==> src/rtl/legv8_mem_pkg.sv <==
// Shared types and constants for the LEGv8 data-memory port arbiter.
// Holds the arbiter state encoding, default bus widths and latency counter width.
package legv8_mem_pkg;

   localparam int ADDR_W_DEF = 64;
   localparam int DATA_W_DEF = 64;
   localparam int LAT_W      = 4;

   typedef enum logic [1:0] {
      IDLE = 2'd0,
      ACC1 = 2'd1,
      ACC2 = 2'd2
   } arb_state_t;

endpackage

==> src/rtl/dmem_req_latch.sv <==
// Per-slot capture register for one issue slot's access (we/addr/wdata)
// plus that slot's registered load result.
module dmem_req_latch
   import legv8_mem_pkg::*;
#(
   parameter int ADDR_W = ADDR_W_DEF,
   parameter int DATA_W = DATA_W_DEF
) (
   input  logic              clk,
   input  logic              rst_n,
   input  logic              capture,
   input  logic              we,
   input  logic [ADDR_W-1:0] addr,
   input  logic [DATA_W-1:0] wdata,
   input  logic              load_en,
   input  logic [DATA_W-1:0] mem_data_in,
   output logic              cap_we,
   output logic [ADDR_W-1:0] cap_addr,
   output logic [DATA_W-1:0] cap_wdata,
   output logic [DATA_W-1:0] rdata
);

   always_ff @(posedge clk or negedge rst_n) begin
      if (!rst_n) begin
         cap_we    <= 1'b0;
         cap_addr  <= '0;
         cap_wdata <= '0;
         rdata     <= '0;
      end else begin
         if (capture) begin
            cap_we    <= we;
            cap_addr  <= addr;
            cap_wdata <= wdata;
         end
         // rdata holds its value until the next load on this slot completes
         if (load_en) rdata <= mem_data_in;
      end
   end

endmodule

==> src/rtl/dmem_port_arbiter.sv <==
// Serializes the two issue slots' loads/stores onto the single Data_Memory port,
// slot 1 before slot 2, and stalls the core while any access is outstanding.
module dmem_port_arbiter
   import legv8_mem_pkg::*;
#(
   parameter int ADDR_W  = ADDR_W_DEF,
   parameter int DATA_W  = DATA_W_DEF,
   parameter int MEM_LAT = 1
) (
   input  logic              CLOCK,
   input  logic              RESET,
   input  logic              req1,
   input  logic              req2,
   input  logic              we1,
   input  logic              we2,
   input  logic [ADDR_W-1:0] addr1,
   input  logic [ADDR_W-1:0] addr2,
   input  logic [DATA_W-1:0] wdata1,
   input  logic [DATA_W-1:0] wdata2,
   output logic              done1,
   output logic              done2,
   output logic [DATA_W-1:0] rdata1,
   output logic [DATA_W-1:0] rdata2,
   output logic              stall,
   output logic [ADDR_W-1:0] mem_address,
   output logic [DATA_W-1:0] mem_data_out,
   output logic              mem_memwrite,
   output logic              mem_memread,
   input  logic [DATA_W-1:0] mem_data_in,
   output arb_state_t        dbg_state
);

   if (MEM_LAT < 1 || MEM_LAT > 15) begin : g_bad_lat
      $fatal(1, "dmem_port_arbiter: MEM_LAT must be within 1..15");
   end

   localparam logic [LAT_W-1:0] LAST_CNT = LAT_W'(MEM_LAT - 1);

   arb_state_t        state, state_nxt;
   logic [LAT_W-1:0]  cnt, cnt_nxt;
   logic              pending2, pending2_nxt;
   logic              done1_nxt, done2_nxt;
   logic              cap1, cap2, ld1, ld2;
   logic              last;
   logic              elig1, elig2;
   logic              c1_we, c2_we;
   logic [ADDR_W-1:0] c1_addr, c2_addr;
   logic [DATA_W-1:0] c1_wdata, c2_wdata;

   // Handshake: reqX is a level held until doneX; doneX is a one-cycle registered
   // pulse, and a reqX seen while its own doneX is high is never accepted.
   assign elig1 = req1 & ~done1;
   assign elig2 = req2 & ~done2;
   assign last  = (cnt == LAST_CNT);
   assign stall = (state != IDLE) | elig1 | elig2;
   assign dbg_state = state;

   always_ff @(posedge CLOCK or negedge RESET) begin
      if (!RESET) begin
         state    <= IDLE;
         cnt      <= '0;
         pending2 <= 1'b0;
         done1    <= 1'b0;
         done2    <= 1'b0;
      end else begin
         state    <= state_nxt;
         cnt      <= cnt_nxt;
         pending2 <= pending2_nxt;
         done1    <= done1_nxt;
         done2    <= done2_nxt;
      end
   end

   always_comb begin
      state_nxt    = state;
      cnt_nxt      = cnt;
      pending2_nxt = pending2;
      done1_nxt    = 1'b0;
      done2_nxt    = 1'b0;
      cap1         = 1'b0;
      cap2         = 1'b0;
      ld1          = 1'b0;
      ld2          = 1'b0;
      unique case (state)
         IDLE: begin
            cnt_nxt = '0;
            if (elig1) begin
               cap1      = 1'b1;
               state_nxt = ACC1;
               if (elig2) begin
                  cap2         = 1'b1;
                  pending2_nxt = 1'b1;
               end
            end else if (elig2) begin
               cap2      = 1'b1;
               state_nxt = ACC2;
            end
         end
         ACC1: begin
            if (last) begin
               cnt_nxt   = '0;
               done1_nxt = 1'b1;
               ld1       = ~c1_we;
               if (pending2) begin
                  state_nxt    = ACC2;
                  pending2_nxt = 1'b0;
               end else begin
                  state_nxt = IDLE;
               end
            end else begin
               cnt_nxt = cnt + LAT_W'(1);
            end
         end
         ACC2: begin
            if (last) begin
               cnt_nxt   = '0;
               done2_nxt = 1'b1;
               ld2       = ~c2_we;
               state_nxt = IDLE;
            end else begin
               cnt_nxt = cnt + LAT_W'(1);
            end
         end
         default: state_nxt = IDLE;
      endcase
   end

   // Port is driven purely from state, so an async reset drops every strobe at once
   always_comb begin
      mem_address  = '0;
      mem_data_out = '0;
      mem_memwrite = 1'b0;
      mem_memread  = 1'b0;
      unique case (state)
         ACC1: begin
            mem_address  = c1_addr;
            mem_data_out = c1_wdata;
            mem_memwrite = c1_we;
            mem_memread  = ~c1_we;
         end
         ACC2: begin
            mem_address  = c2_addr;
            mem_data_out = c2_wdata;
            mem_memwrite = c2_we;
            mem_memread  = ~c2_we;
         end
         default: ;
      endcase
   end

   dmem_req_latch #(.ADDR_W(ADDR_W), .DATA_W(DATA_W)) u_slot1 (
      .clk         (CLOCK),
      .rst_n       (RESET),
      .capture     (cap1),
      .we          (we1),
      .addr        (addr1),
      .wdata       (wdata1),
      .load_en     (ld1),
      .mem_data_in (mem_data_in),
      .cap_we      (c1_we),
      .cap_addr    (c1_addr),
      .cap_wdata   (c1_wdata),
      .rdata       (rdata1)
   );

   dmem_req_latch #(.ADDR_W(ADDR_W), .DATA_W(DATA_W)) u_slot2 (
      .clk         (CLOCK),
      .rst_n       (RESET),
      .capture     (cap2),
      .we          (we2),
      .addr        (addr2),
      .wdata       (wdata2),
      .load_en     (ld2),
      .mem_data_in (mem_data_in),
      .cap_we      (c2_we),
      .cap_addr    (c2_addr),
      .cap_wdata   (c2_wdata),
      .rdata       (rdata2)
   );

endmodule

==> config.mk <==
export PLATFORM = sky130hd
export DESIGN_NAME = dmem_port_arbiter
export DESIGN_NICKNAME = d
export VERILOG_FILES = /design/src/rtl/legv8_mem_pkg.sv /design/src/rtl/dmem_req_latch.sv /design/src/rtl/dmem_port_arbiter.sv
export SDC_FILE = /design/constraint.sdc
export NUM_CORES = 1
export LEC_CHECK = 0
export CAP_MARGIN = 20
export CELL_PAD_IN_SITES_DETAIL_PLACEMENT = 0
export CELL_PAD_IN_SITES_GLOBAL_PLACEMENT = 1
export CORE_MARGIN = 3
export CORE_UTILIZATION = 35
export CTS_CLUSTER_SIZE = 24
export DETAILED_ROUTE_END_ITERATION = 6
export PLACE_DENSITY_LB_ADDON = 0.1
export SYNTH_ARGS = -nofsm -noshare
export SYNTH_HDL_FRONTEND = slang
export SYNTH_HIERARCHICAL = 1
export SYNTH_SLANG_ARGS = --single-unit
==> constraint.sdc <==
create_clock -name CLOCK -period 2.9 [get_ports CLOCK]
set_clock_uncertainty 0.2 [all_clocks]
set_input_delay 0.58 -clock CLOCK [delete_from_list [all_inputs] [get_ports CLOCK]]
set_output_delay 0.58 -clock CLOCK [all_outputs]
set_load 0.03 [all_outputs]
### Word level (Yosys, flattened, before mapping)

Index checks and enable logic that the tools add are counted.

| operators by class | value |
|---|---|
| bitwise gates (word level) | 8 |
| reduce and logical (&&, ||, !) cells | 8 |
| mux-type cells | 27 |
| eq/ne operators | 7 |
| add/sub/neg operators | 1 |

Operators with widths:

| operator | number |
|---|---|
| 64-bit case mux with 2 select lines | 2 |
| 1-bit two-way mux | 14 |
| 2-bit two-way mux | 5 |
| 2-bit != test, second input constant | 4 |
| 4-bit case mux with 2 select lines | 1 |
| 1-bit case mux with 2 select lines | 3 |
| 2-bit case mux with 3 select lines | 1 |
| 2-bit nonzero test | 3 |
| 4-bit by 1-bit adder with 4-bit output, second input constant | 1 |
| 4-bit logical NOT | 1 |
| 4-bit two-way mux | 1 |
| 1-bit NOT | 4 |
| 4-bit AND reduction | 1 |
| 3-bit != test, second input constant | 1 |
| 3-bit AND reduction | 1 |
| 1-bit bitwise AND | 2 |
| 2-bit by 1-bit equality test with 1-bit output, second input constant | 1 |
| 2-bit equality test, second input constant | 1 |
| 2-bit logical NOT | 1 |
| 1-bit OR | 2 |
| 2-bit OR reduction | 1 |

| storage, ports and cells | value |
|---|---|
| output and inout bits | 263 |
| word-level logic and storage cells | 64 |
| input port bits | 326 |
| register bits | 395 |

### Depth between registers and ports, before layout

Gate-level depths: netlist of run 1.

| depth | value |
|---|---|
| word-level depth | 5 |
| depth in mapped cells | 8 |
| gate-level depth less buffers | 6 |

### Modules after synthesis

Netlist of run 1, hierarchy kept.

By module, submodules not included:

| module | instances | cells each | area an instance (µm²) | sequential area each (µm²) |
|---|---|---|---|---|
| dmem_req_latch | 2 | 407 | 7229.4 | 4829.6 |
| dmem_port_arbiter | 1 | 363 | 2565.0 | 225.2 |

### Worst setup path after synthesis of run 1

Ideal clock, no wire load.

| timing | value |
|---|---|
| path kind | reg2out |
| from | reg state[0], in the netlist dbg_state[0] |
| to | out mem_address[10] |
| cell stages (with the launch flop) | 6 |
| buffers on the path | 2 |
| data arrival time | 2073 ps |
| slack | 47 ps |
| path through | dfrtp_1 > inv_1 > ha_1 > clkbuf_1 > clkbuf_1 > nor2b_1 |

| on the way | value |
|---|---|
| word-level cells in the longest chain between the ends | 2 |
| elaborated cells between the ends (all ways) | 3 |
| classes of those cells | eq/ne: 2; mux: 1 |

RTL lines:

| what | RTL line | source |
|---|---|---|
| start, declared | dmem_port_arbiter.sv:39 | `arb_state_t state, state_nxt;` |
| start signal, assigned | dmem_port_arbiter.sv:66 | `state <= state_nxt;` |
| 2-bit equality test / 2-bit by 1-bit equality test with 1-bit output (equally long branches) | dmem_port_arbiter.sv:134 | `unique case (state)` |
| 64-bit case mux with 2 select lines (*) | dmem_port_arbiter.sv:134 |  |
| end, declared | dmem_port_arbiter.sv:25 | `output logic [ADDR_W-1:0] mem_address,` |

Mark *: on every way between the ends. The rest lies on a longest branch, timed or not.

### Worst setup path in the final report of run 1

| timing | value |
|---|---|
| from | reg state[1], in the netlist dbg_state[1] |
| to | out mem_data_out[23] |

| on the way | value |
|---|---|
| word-level cells in the longest chain between the ends | 2 |
| elaborated cells between the ends (all ways) | 3 |
| classes of those cells | eq/ne: 2; mux: 1 |

RTL lines:

| what | RTL line | source |
|---|---|---|
| 2-bit equality test / 2-bit by 1-bit equality test with 1-bit output (equally long branches) | dmem_port_arbiter.sv:134 |  |
| 64-bit case mux with 2 select lines (*) | dmem_port_arbiter.sv:134 |  |
| end, declared | dmem_port_arbiter.sv:26 | `output logic [DATA_W-1:0] mem_data_out,` |

Marked as above.

==> out/metrics.yaml, run 1 <==
htree_levels: 2
layout_setup_ws_ns: 0.03188
dieArea_um2: 51320
cts_tree: "yes"
syn_inst: 1177
route.detailed.drc: 0
rows: 80
slew_violations: 0
vias_per_cell: 4.918
multi_input_area_um2: 6834
postRouteAntennaNets: 0
ir_worst_vdd_mv: 0.6606
seq_area_um2: 9886
syn-num-nets: 1512
final_cell_mix: "clkdlybuf4s50_1 (456), dfrtp_1 (394), mux2_2 (386)"
syn_area_um2: 17020
fin_nets: 2132
synth_top_area_share: 0.5806
final_common_cell: "clkdlybuf4s50_1"
synth_seq_cells: 395
cp_max_fo: 10
netlist-cell-type-count: 29
clock-sinks: 395
tightest_slew_ns: 0.5076
outcome: "finished, final reports clean"
insertion_delay_ns: 0.56
yosysTopAreaCell: "dfrtp_1"
antenna_found_initial: 19
synthTopCellsByArea: "dfrtp_1 (58%), mux2_2 (26%), a22oi_1 (5.7%)"
fmax_ghz: 0.3487
area_delta_synth_final_pct: 50.50
path_clk_slew_ns: 0.06
routed_wl_um: 58030
setup_tns_ns: 0
grtUsageTotal: 0.2164
p_leak_nw: 10.46
setup_viol_count_final: 0
period_needed_ns: 2.868
die_h_um: 226.5
start_util: 0.3558
grt_max_degree: 69
drtPass1Iterations: 4
fin_cells: 2457
worstSetupEndpointType: "output port"
syn_area_per_cell_um2: 14.46
maxCapViolCount: 0
overflow: 0
wl_per_cell_um: 23.62
core_area_um2: 47850
powerDensity_nw_per_um2: 1275
die_width_um: 226.5
crit_type: "reg2out"
synth_warnings: 6
required_ns: 2.12
worst_hold_path_type: "reg2reg"
rsz0062_at_grt: "true"
start_kind: "flop"
drive_above_1_share: 0.4015
grt_pass1_wl_um: 82860
root_buffer: "clkbuf_16"
drt_iter0_markers: 381
slew-limit-headroom: 0.6616
hold_slack_ns: 0.3043
min_period_over_period: 0.9890
gp_congestion: 0.7914
fillers: 4160
place_ws_ns: 0.2602
ys_seq_area_frac: 0.5806
place_inst: 2342
dp_hpwl_um: 40930
grt_pass1_vias: 12769
numCtsBuffers: 44
io_pins: 589
vias: 12084
io_buffer_count: 588
cts_max_path_buffers: 3
hold_viol: 0
crit_arrival_ns: 2.09
## stage by stage
stage | area (um^2) | total power [W] | util
floorplan | 17020 | 0.01982 | -
global placement | 23500 | 0.02592 | 0.4912
detailed placement | 23500 | 0.02614 | 0.4912
CTS | 25240 | 0.03240 | 0.5275
global route | 25610 | 0.03446 | 0.5353
finish | 25620 | 0.03268 | 0.5355
## state kept, by name, indices dropped and copies added, names as in the netlist, 2 cells and up
name,flops
u_slot2/rdata,64
u_slot2/cap_addr,64
cnt,4
u_slot1/cap_wdata,64
dbg_state,2
u_slot2/cap_wdata,64
u_slot1/cap_addr,64
u_slot1/rdata,64
## logic make-up after synthesis
group                    after synthesis  share of synthesized area
flip-flops                           395                     0.5806
multiplexers                         390                     0.2577
AO/OA/AOI/OAI                        139                    0.06100
buffers and inverters                 91                    0.03829
AND/OR/NAND/NOR                      153                    0.05578
adder cells (fa/ha/maj)                9                   0.006615
## repair_timing
| action | in CTS | in global routing |
|---|---|---|
| setup buffers | 17 | 1 |
| endpoints found under the setup margin | 130 | 118 |
| cloned | 2 | 3 |
| hold buffers | 1 | 0 |
| resized for setup | 32 | 65 |
| hold endpoints to repair | 44 | 0 |
| pin swaps | 3 | 11 |
## final timing paths
kind | endpoint | slack [ns] | depth (start not counted) | start
worst max-delay path | mem_data_out[23] | 0.03 | 7 | dbg_state[1]
worst min-delay path | u_slot2/rdata[57] | 0.30 | 1 | u_slot2/rdata[57]
worst max register to register | u_slot2/rdata[25] | 0.47 | 8 | dbg_state[0]
worst min register to register | u_slot2/rdata[57] | 0.30 | 1 | u_slot2/rdata[57]
max in group asynchronous | u_slot2/cap_addr[61] | 1.30 | 4 | RESET
min in group asynchronous | u_slot1/rdata[34] | 0.35 | 2 | RESET
## where the power goes
part	leakage (nW)	total, W	internal [W]	switching (W)
Sequential	4.67	0.00988	0.00835	0.00153
Combinational	5.08	0.0173	0.00854	0.00879
Clock	0.705	0.00547	0.00320	0.00227
Total	10.5	0.0327	0.0201	0.0126
## worst max-delay path: stages, from the launching register on
cell     delay (ns)
dfrtp_2        0.44
inv_4          0.11
ha_4           0.20
buf_12         0.17
buf_4          0.19
a22oi_1        0.08
nor2b_1        0.15
buf_4          0.18
## cells in the mapped netlist
| master | count |
|---|---|
| a222oi_1 | 1 |
| or2_2 | 2 |
| nand3b_1 | 1 |
| mux2i_1 | 4 |
| or3b_4 | 1 |
| and2_1 | 2 |
| inv_1 | 7 |
| a32oi_1 | 1 |
| a22oi_1 | 130 |
| a22o_2 | 1 |
| nor2b_1 | 130 |
| o21ai_0 | 4 |
| clkbuf_1 | 29 |
| nor2_1 | 2 |
| buf_4 | 2 |
| o22ai_1 | 1 |
| a21boi_0 | 1 |
| nand2b_1 | 5 |
| buf_1 | 1 |
| buf_6 | 38 |
| nand3_1 | 2 |
| or3b_2 | 1 |
| nand2_1 | 5 |
| nor3b_1 | 1 |
| buf_2 | 14 |
| mux2_2 | 386 |
| dfrtp_1 | 395 |
| ha_1 | 9 |
| and3b_1 | 1 |
## metal layers
metal / up-vias / GRT usage / part of all wire
met5: - / 0 / 0.0021
met4: 18 / 0.05785 / 0.018
met3: 71 / 0.08092 / 0.087
met2: 384 / 0.3653 / 0.50
met1: 6135 / 0.2610 / 0.39
li1: 5476 / - / -
## area by class of cell
class	count	area share
diodes	9	0.0008790
clock buffers	72	0.05299
clock inverters	10	0.002246
inverters	7	0.001319
multi-input cells	691	0.2667
flip-flops and latches	395	0.3858
well taps	615	0.03003
repair buffers	658	0.2600
Note: power is estimated with default switching activity, not from simulation.
==> run 2, diff against run 1 <==
--- a/config.mk
+++ b/config.mk
@@ -13,7 +13,7 @@
 export CTS_CLUSTER_SIZE = 24
 export DETAILED_ROUTE_END_ITERATION = 6
 export PLACE_DENSITY_LB_ADDON = 0.1
+export SETUP_SLACK_MARGIN = 0.05
 export SYNTH_ARGS = -nofsm -noshare
 export SYNTH_HDL_FRONTEND = slang
-export SYNTH_HIERARCHICAL = 1
 export SYNTH_SLANG_ARGS = --single-unit
==> run 2 against run 1 <==
Against the previous run:
- the flow now finishes with violations (negative setup slack)
- critical path type unchanged
- critical endpoint is now mem_address[1]
- register-to-register slack worse by 0.05 ns
- flip-flop and latch count unchanged
- highest routed layer unchanged
- worst hold slack worse by 0.0031 ns
==> out/metrics.yaml, run 2 <==
crit_arrival_ns: 2.13  # +0.04 ns
hold_slack_ns: 0.3012  # -0.003113 ns
rsz0062_at_grt: "true"
netlist-cell-type-count: 31  # +6.9%
fillers: 3914  # -5.9%
grt_pass1_vias: 13019  # +2.0%
postRouteAntennaNets: 0  # unchanged
dp_hpwl_um: 41420  # +1.2%
maxCapViolCount: 0  # unchanged
ys_seq_area_frac: 0.5782  # -0.002380
die_h_um: 227.0  # +0.20%
die_width_um: 227.0  # +0.20%
cts_tree: "yes"
synth_seq_cells: 395  # unchanged
crit_type: "reg2out"
synthFlopType: "dfrtp_1"
numCtsBuffers: 45  # +2.3%
start_util: 0.3565  # +0.0007186
synth_common_cells: "dfrtp_1 (395), mux2_2 (326), a22oi_1 (130), nor2b_1 (129), mux2_4 (60)"
final_util: 0.5695  # +0.03398
p_leak_nw: 11.18  # +6.9%
postPlaceCellArea_um2: 23680  # +0.77%
total_power_w: 0.03574  # +9.4%
cts_max_path_buffers: 3  # unchanged
violations: "negative setup slack"
seqPwrFrac: 0.284  # -0.018
clock-sinks: 395  # unchanged
drtPass1Iterations: 6  # +2
p_sw_w: 0.01373  # +9.1%
core_area_um2: 47950  # +0.21%
synth_edf_count: 0  # unchanged
synth_top_area_share: 0.5782  # -0.002380
route.detailed.drc: 0  # unchanged
cpMostUsedCell: "buf_12"
power.internal_w: 0.02201  # +9.5%
vias: 12306  # +1.8%
rows: 80  # unchanged
syn_inst: 1176  # -0.085%
syn-num-nets: 1511  # -0.066%
root_buffer: "clkbuf_16"
synth_warnings: 0  # -6
fin_nets: 2144  # +0.56%
worstSetupEndpointType: "output port"
synthTopCellsByArea: "dfrtp_1 (58%), mux2_2 (21%), a22oi_1 (5.7%)"
area_delta_synth_final_pct: 59.73
slowest_delay_ns: 0.40  # -0.04 ns
required_ns: 2.12  # about the same
slowest_stage: "dfrtp_1"
clkPwrFrac: 0.148  # -0.019
setup_tns_ns: -0.03291  # -0.03291 ns
grtUsageTotal: 0.2282  # +0.01183
synth_async_sr_flop_share: 1.000  # unchanged
gp_congestion: 0.7949  # +0.44%
final_common_cell: "clkdlybuf4s50_1"
cp_top_family: "buffers and inverters"
powerDensity_nw_per_um2: 1309  # +2.6%
tightest_slew_ns: 0.6181  # +0.1104 ns
period_needed_ns: 2.913  # +0.04455 ns
grt_max_degree: 74  # +7.2%
layout_setup_ws_ns: -0.01267  # -0.04455 ns
path_cells: "inv_2 > ha_4 > buf_12 > buf_12 > a22oi_2 > nor2b_1 > buf_4"
path_clk_slew_ns: 0.06  # about the same
path_buf_inv: 4  # unchanged
worst_hold_path_type: "reg2reg"
start_kind: "flop"
overflow: 0  # unchanged
slew_violations: 0  # unchanged
slew-limit-headroom: 0.5871  # -0.07451
final_cell_mix: "clkdlybuf4s50_1 (456), dfrtp_1 (394), mux2_2 (326)"
dieArea_um2: 51530  # +0.40%
vias_per_cell: 4.994  # +1.5%
yosysMostFrequentCell: "dfrtp_1"
htree_levels: 2  # unchanged
syn_area_um2: 17090  # +0.41%
yosysTopAreaCell: "dfrtp_1"
insertion_delay_ns: 0.57  # about the same
syn_area_per_cell_um2: 14.54  # +0.50%
drive_above_1_share: 0.4725  # +0.07101
io_pins: 589  # unchanged
fmax_ghz: 0.3433  # -1.5%
min_period_over_period: 1.004  # +0.01536
grt_pass1_wl_um: 87240  # +5.3%
outcome: "complete, but fails checks"
setup_viol_count_final: 4  # +4
antenna_found_initial: 22  # +3
io_buffer_count: 588  # unchanged
final_area_um2: 27300  # +6.6%
cp_max_fo: 14  # +4
combPwrFrac: 0.569  # +0.039
wl_per_cell_um: 25.31  # +7.2%
switching_share: 0.3843  # -0.0009169
drt_iter0_markers: 418  # +9.7%
hold_viol: 0  # unchanged
routed_wl_um: 62370  # +7.5%
ir_worst_vdd_mv: 0.6108  # -7.5%
-- run 2: cell types whose count changed after synthesis, sizes merged, moves of 2 or more --
cell,previous run,this run
nand2,5,3
buf,55,40
clkbuf,29,45
o21ai,4,2
nand3b,1,4
nor2,2,0
nand2b,5,7
-- run 2: layout make-up --
cell class                      count  area [um^2]  share of cell area
Sequential cell                   395         9886              0.3621
Multi-Input combinational cell    689         7699              0.2820
Timing Repair Buffer              671         7566              0.2771
Clock buffer                       72         1297             0.04752
Tap cell                          615        769.5             0.02818
Clock inverter                      5        32.53            0.001191
Inverter                            7        28.78            0.001054
Antenna cell                       10        25.02           0.0009165
-- run 2: final timing paths --
path / start / to / slack (ns) / cells past startpoint
max: dbg_state[0] / mem_address[1] / -0.01 / 7
min: u_slot1.rdata[29] / u_slot1.rdata[29] / 0.30 / 1
max reg2reg: cnt[0] / u_slot2.rdata[60] / 0.42 / 7
min reg2reg: u_slot1.rdata[29] / u_slot1.rdata[29] / 0.30 / 1
max in group asynchronous: RESET / u_slot1.cap_wdata[35] / 1.36 / 3
min in group asynchronous: RESET / u_slot1.rdata[51] / 0.33 / 2
-- run 2: timing repair --
action                                  in CTS  in global routing
cloned                                      15                 16
endpoints found under the setup margin     130                130
gates resized for setup                    143                147
endpoints found under the hold margin       39                  0
pin swaps                                    8                 26
setup buffers                               20                  4
hold buffers                                 1                  0
-- run 2: stage by stage --
step           setup slack (ns)  cells
4_1_cts                -0.03386   2435
3_5_place_dp             0.1928   2324
5_1_grt                -0.08714   2461
3_3_place_gp             0.2233   2324
6_report               -0.01267   2464
2_1_floorplan           0.04203   1176
-- run 2: power groups by stage --
| stage | logic [W] | clock network [W] | registers [W] |
|---|---|---|---|
| 2_1_floorplan | 0.00884 | 0 | 0.0114 |
| 5_1_grt | 0.0214 | 0.00565 | 0.0105 |
| 4_1_cts | 0.0191 | 0.00544 | 0.0101 |
| 3_5_place_dp | 0.0168 | 0 | 0.00995 |
| 3_3_place_gp | 0.0167 | 0 | 0.00987 |
| 6_report | 0.0203 | 0.00527 | 0.0101 |
-- run 2: worst register-to-register path, stage by stage, from the launching register on --
cell,delay [ns]
dfrtp_1,0.42
inv_1,0.07
ha_1,0.16
or3b_4,0.42
nor3b_4,0.22
buf_12,0.22
buf_4,0.31
mux2_4,0.33
-- run 2: per-layer routing --
layer / vias up / track usage / part of all wire
met2: 421 / 0.3863 / 0.49
met4: 20 / 0.06316 / 0.020
met3: 95 / 0.08743 / 0.095
met1: 6254 / 0.2730 / 0.39
li1: 5516 / - / -
met5: - / 0 / 0.0021
-- run 2: cells by family after synthesis --
| family | count (synthesis) | share of synthesized area |
|---|---|---|
| buf+inv | 92 | 0.02847 |
| flops | 395 | 0.5782 |
| simple gates | 151 | 0.05599 |
| compound gates | 139 | 0.06090 |
| fa+ha+maj | 9 | 0.006588 |
| mux | 390 | 0.2698 |
